--- src/rtl/pmu_frame_serializer.sv ---
// Serializes a header word plus N data words into the PMU bit stream on tck_i.
// Each word goes out LSB-first and is optionally followed by its CRC-8, MSB-first.
module pmu_frame_serializer #(
  parameter int               WORD_W   = 64,
  parameter int               CRC_W    = 8,
  parameter logic [CRC_W-1:0] CRC_POLY = 8'h07,
  parameter int               LEN_W    = 16,
  parameter int               GAP_CYC  = 2
) (
  input  logic              tck_i,
  input  logic              rst_i,
  input  logic              start_i,
  input  logic              checksum_en_i,
  input  logic [LEN_W-1:0]  word_count_i,
  input  logic [WORD_W-1:0] header_i,
  input  logic [WORD_W-1:0] word_i,
  input  logic              word_valid_i,
  output logic              word_ready_o,
  output logic              data_o,
  output logic              en_o,
  output logic              checksum_en_o,
  output logic              busy_o,
  output logic              done_o,
  output logic              underrun_o
);

  localparam logic [1:0] S_IDLE  = 2'd0;
  localparam logic [1:0] S_SHIFT = 2'd1;
  localparam logic [1:0] S_CRC   = 2'd2;
  localparam logic [1:0] S_GAP   = 2'd3;

  localparam int CNT_W = $clog2((WORD_W > CRC_W) ? WORD_W : CRC_W);
  localparam int GAP_W = $clog2(GAP_CYC + 1);

  localparam logic [CNT_W-1:0] LAST_BIT = CNT_W'(WORD_W - 1);
  localparam logic [CNT_W-1:0] LAST_CRC = CNT_W'(CRC_W - 1);
  localparam logic [GAP_W-1:0] LAST_GAP = GAP_W'(GAP_CYC - 1);

  logic [1:0]        state_q, state_d;
  logic [WORD_W-1:0] shift_q, shift_d;
  logic [CRC_W-1:0]  crc_q, crc_d;
  logic [CNT_W-1:0]  cnt_q, cnt_d;
  logic [GAP_W-1:0]  gap_q, gap_d;
  logic [LEN_W-1:0]  remain_q, remain_d;
  logic              ck_q, ck_d;
  logic              data_q, data_d;
  logic              en_q, en_d;
  logic              busy_q, busy_d;
  logic              done_q, done_d;
  logic              ready_q, ready_d;
  logic              underrun_q, underrun_d;

  logic              load_en;
  logic              slot_end;
  logic [WORD_W-1:0] load_word;

  // One step of the bit-serial CRC, fed with the bit currently on the wire.
  function automatic logic [CRC_W-1:0] crc_step(input logic [CRC_W-1:0] crc,
                                                input logic             b);
    logic fb;
    fb = crc[CRC_W-1] ^ b;
    crc_step = {crc[CRC_W-2:0], 1'b0} ^ (fb ? CRC_POLY : '0);
  endfunction

  // shift_q holds the bits not yet sent; crc_q already covers the bit on data_q.
  always_comb begin
    state_d    = state_q;
    shift_d    = shift_q;
    crc_d      = crc_q;
    cnt_d      = cnt_q;
    gap_d      = gap_q;
    remain_d   = remain_q;
    ck_d       = ck_q;
    data_d     = data_q;
    underrun_d = underrun_q;
    done_d     = 1'b0;
    load_en    = 1'b0;
    slot_end   = 1'b0;
    load_word  = word_i;

    case (state_q)
      S_IDLE: begin
        if (start_i) begin
          load_en    = 1'b1;
          load_word  = header_i;
          remain_d   = word_count_i;
          ck_d       = checksum_en_i;
          underrun_d = 1'b0;
        end
      end
      S_SHIFT: begin
        if (cnt_q != LAST_BIT) begin
          shift_d = {1'b0, shift_q[WORD_W-1:1]};
          data_d  = shift_q[0];
          crc_d   = crc_step(crc_q, shift_q[0]);
          cnt_d   = cnt_q + 1'b1;
        end else if (ck_q) begin
          state_d = S_CRC;
          cnt_d   = '0;
          data_d  = crc_q[CRC_W-1];
          crc_d   = {crc_q[CRC_W-2:0], 1'b0};
        end else begin
          slot_end = 1'b1;
        end
      end
      S_CRC: begin
        if (cnt_q != LAST_CRC) begin
          data_d = crc_q[CRC_W-1];
          crc_d  = {crc_q[CRC_W-2:0], 1'b0};
          cnt_d  = cnt_q + 1'b1;
        end else begin
          slot_end = 1'b1;
        end
      end
      S_GAP: begin
        if (gap_q == LAST_GAP) begin
          state_d = S_IDLE;
          ck_d    = 1'b0;
        end else begin
          gap_d = gap_q + 1'b1;
        end
      end
      default: state_d = S_IDLE;
    endcase

    // A slot ending with ready high either chains the next word or underruns.
    if (slot_end) begin
      if (ready_q && word_valid_i) begin
        load_en  = 1'b1;
        remain_d = remain_q - LEN_W'(1);
      end else begin
        state_d    = S_GAP;
        gap_d      = '0;
        underrun_d = ready_q ? 1'b1 : underrun_q;
        done_d     = ~ready_q;
      end
    end

    if (load_en) begin
      state_d = S_SHIFT;
      cnt_d   = '0;
      shift_d = {1'b0, load_word[WORD_W-1:1]};
      data_d  = load_word[0];
      crc_d   = crc_step('0, load_word[0]);
    end

    en_d = (state_d == S_SHIFT) || (state_d == S_CRC);
    if (!en_d) begin
      data_d = 1'b0;
    end
    busy_d  = (state_d != S_IDLE);
    ready_d = (remain_d != '0) &&
              (((state_d == S_SHIFT) && !ck_d && (cnt_d == LAST_BIT)) ||
               ((state_d == S_CRC) && (cnt_d == LAST_CRC)));
  end

  always_ff @(posedge tck_i or negedge rst_i) begin
    if (!rst_i) begin
      state_q    <= S_IDLE;
      shift_q    <= '0;
      crc_q      <= '0;
      cnt_q      <= '0;
      gap_q      <= '0;
      remain_q   <= '0;
      ck_q       <= 1'b0;
      data_q     <= 1'b0;
      en_q       <= 1'b0;
      busy_q     <= 1'b0;
      done_q     <= 1'b0;
      ready_q    <= 1'b0;
      underrun_q <= 1'b0;
    end else begin
      state_q    <= state_d;
      shift_q    <= shift_d;
      crc_q      <= crc_d;
      cnt_q      <= cnt_d;
      gap_q      <= gap_d;
      remain_q   <= remain_d;
      ck_q       <= ck_d;
      data_q     <= data_d;
      en_q       <= en_d;
      busy_q     <= busy_d;
      done_q     <= done_d;
      ready_q    <= ready_d;
      underrun_q <= underrun_d;
    end
  end

  assign word_ready_o  = ready_q;
  assign data_o        = data_q;
  assign en_o          = en_q;
  assign checksum_en_o = ck_q;
  assign busy_o        = busy_q;
  assign done_o        = done_q;
  assign underrun_o    = underrun_q;

endmodule

--- config.mk ---
export PLATFORM = sky130hd
export DESIGN_NAME = pmu_frame_serializer
export DESIGN_NICKNAME = d
export VERILOG_FILES = /design/src/rtl/pmu_frame_serializer.sv
export SDC_FILE = /design/constraint.sdc
export NUM_CORES = 1
export LEC_CHECK = 0
export BUFFER_PORTS_ARGS = -buffer_cell sky130_fd_sc_hd__clkbuf_2
export CAP_MARGIN = 40
export CORE_MARGIN = 10
export CORE_UTILIZATION = 48
export DETAILED_ROUTE_END_ITERATION = 6
export MAX_ROUTING_LAYER = met4
export PLACE_DENSITY_LB_ADDON = 0.1
export SYNTH_ARGS = -nofsm -noshare
export SYNTH_HDL_FRONTEND = slang
export SYNTH_SLANG_ARGS = --single-unit
export TNS_END_PERCENT = 1
--- constraint.sdc ---
create_clock -name tck_i -period 3.2 [get_ports tck_i]
set_input_delay 0.48 -clock tck_i [delete_from_list [all_inputs] [get_ports tck_i]]
set_output_delay 0.48 -clock tck_i [all_outputs]
set_load 0.05 [all_outputs]
==> reports/results.ini <==
[run_status]
outcome = completed

[timing]
fmax_mhz = 325
layout_min_cycle_time_ps = 3080
hold_ws_ps = 148
worstMarginPinSlew_ps = 660
finalSetupViolations = 0
finalCritPeriodShare_pct = 96.2
finalClockSkew_ps = 8.21
max_slew_margin_pct = 56.0
setup_slack_ps = 123
maxSlewViolCount = 0
hold_violations = 0

[flow_run]
maxCapViolCount = 0

[floorplan]
pin_count = 156
dieWidth_um = 132
die_y_um = 132
rows = 40
core_um2 = 12100
die-area_um2 = 17300
initial_core_util_pct = 49.3

[cts]
cts_buffers = 9
cts-root-buf = clkbuf_16
htreeDepth = 3
clock_sinks = 104
cts.clk_slew.worst_paths_ps = 70
postCtsHoldBufs = 0
cts_tree = built
clockBufferDepth = 2
clock_latency_ps = 350

[critical_path]
cp-start-kind = flip-flop
r2r-end = word_ready_o
reg2reg_slack_ps = 120
critical_path_class = flip-flop to flip-flop
crit_chain = or4_1, o311a_1, or3_1, or3_1, or4_1, o41a_1
crit_path_end_kind = flip-flop
arrival_ps = 3310
cp_slowest_cell = or4_1
cpPeakStageDelay_ps = 670
critPathRequiredTime_ps = 3440
crit_fanout = 5
rr_worst_depth = 6
r2r-start = remain_q[7]

[drt]
firstDrtPassIters = 5
wl_per_cell_um = 15.9
via_count = 5939
wl_um = 17300
post-route-drc-count = 0
drt_iter0_markers = 421
antenna_left = 0
drt-vias-per-instance = 5.46

[synth]
synth_cells = 770
yosys_warnings = 0
syn_area_um2 = 5980
synth_common_cells = 279 x nand2_1, 104 x dfrtp_1, 67 x a31oi_1, 66 x and3_1, 45 x clkbuf_1
ys_seq_area_share_pct = 43.6
ys.flop_type = dfrtp_1
post-synth-top-count-cell = nand2_1
synthMuxAreaShare_pct = 2.20
synthSimpleGateAreaFrac_pct = 32.5
yosysTopAreaCellShare_pct = 43.6
synthArstFlopShare_pct = 100
synth_area_leaders = dfrtp_1 44%, nand2_1 18%, a31oi_1 7.0%
yosysUniqueCellTypes = 54
yosys.area_share.xor_xnor_pct = 0.440
synth_adder_area_share_pct = 1.88
yosys.area.top_type = dfrtp_1
ys_ff_latch = 104
synth_edf_count = 0
syn_area_per_cell_um2 = 7.76
synth-compound-area-share_pct = 15.1
synth_top_family_by_area = simple AND/OR/NAND/NOR gates
syn-num-nets = 928

[finish]
layout-drive-gt1-share_pct = 24.4
fin_nets = 1072
antenna_cells = 0
area_growth_pct = 23.5
num-fill-cells = 1173

[power]
p_seq_share_pct = 40.0
p_int_uw = 3680
p_switching_uw = 2180
p_clk_share_pct = 20.5
power_density_nw_per_um2 = 794
swShare_pct = 37.2
power_frac_comb_pct = 39.5
peakVddDrop_v = 0.000380
leakage_uw = 0.00363

[global_route]
grt_pass1_wl_um = 28900
grt_use_total_pct = 20.2
grt_pass1_vias = 6174
grt_max_degree = 78
antenna_found_initial = 0
grt.overflow.total = 0

[placement]
port_buffers = 155
pre_cts_ws_ps = 58.6
gp_congestion = 0.897
dpl.hpwl_um = 12200

[hold_path]
hp-class = input pin to asynchronous set/reset pin

[cells by family (layout without fill, tap and decap cells)]
family / Yosys count / count (layout)
xor+xnor: 3 / 3
fa+ha+maj: 9 / 9
flops: 104 / 104
simple gates: 435 / 435
compound gates: 139 / 139
mux: 13 / 13
buf+inv: 67 / 216
[how the worst max path moves through the flow]
stage	from	to	slack [ps]	depth (start not counted)
floorplan	state_q[1]	word_ready_o	170	11
global placement	cnt_q[0]	word_ready_o	150	9
detailed placement	state_q[0]	word_ready_o	60	9
CTS	cnt_q[0]	word_ready_o	40	9
global route	state_q[1]	word_ready_o	-5	10
finish	remain_q[7]	word_ready_o	120	6
[per-layer routing]
layer	track usage (%)	share of wire (%)
met5	-	0
met4	6.12	1.4
met3	3.54	4.8
met2	32.4	47
met1	25.4	46
[flip-flops by register name, summed over array words and instances (netlist names)]
register       count
crc_q              8
state_q            2
shift_q           63
gap_q              2
word_ready_o       1
en_o               1
checksum_en_o      1
cnt_q              6
busy_o             1
remain_q          16
underrun_o         1
done_o             1
data_o             1
[layout by cell type, fill, tap and decap left out, types with 4 or more instances in the layout]
| cell type | instances |
|---|---|
| dfrtp_1 | 104 |
| mux2i_1 | 12 |
| clkbuf_2 | 154 |
| clkbuf_16 | 9 |
| nand3_1 | 11 |
| nand4_1 | 4 |
| a311oi_1 | 5 |
| o21ai_0 | 23 |
| nor2_1 | 32 |
| nand2b_1 | 5 |
| and3_1 | 66 |
| a31oi_1 | 67 |
| or2_2 | 4 |
| nor4_1 | 4 |
| nand2_1 | 277 |
| buf_4 | 29 |
| or3_1 | 5 |
| ha_1 | 8 |
| or4_1 | 5 |
| a21oi_1 | 16 |
| nor3_1 | 5 |
| inv_1 | 15 |
[area by class of cell]
type	count	area, um2	area share [%]
repair buffers	185	1030	13.9
clock buffers	10	229	3.10
flip-flops and latches	104	2600	35.3
inverters	15	56.3	0.763
multi-input cells	599	3160	42.9
well taps	168	210	2.85
clock inverters	6	91.3	1.24
[timing repair]
action                     in CTS  in global routing
setup endpoints to repair       0                  1
gates resized for setup         0                  5
setup buffers                   0                  2
[stage by stage]
step / util, % / area, um2 / total power, uW / setup TNS (ps) / cells
after floorplan: - / 5980 / 3990 / 0 / 770
after global placement: 58.0 / 7030 / 4590 / 0 / 1069
after detailed placement: 58.0 / 7030 / 4660 / 0 / 1069
after CTS: 60.7 / 7350 / 5890 / 0 / 1085
after global routing: 60.9 / 7380 / 6330 / -5.48 / 1087
final: 60.9 / 7380 / 5860 / 0 / 1087
[power by group through the flow]
stage / registers [uW] / clock network, uW / logic, uW
after floorplan: 2320 / 0 / 1670
after global placement: 2320 / 0 / 2260
after detailed placement: 2350 / 0 / 2310
after CTS: 2330 / 1220 / 2330
after global routing: 2410 / 1270 / 2640
final: 2340 / 1200 / 2320
[critical path: cells and delay by family (launching register included)]
kind / cells / cell delay (ps)
and+or+nand+nor: 4 / 1800
AOI/OAI and AO/OA: 2 / 770
DFF: 1 / 400
Power figures use the tool's default switching activity.
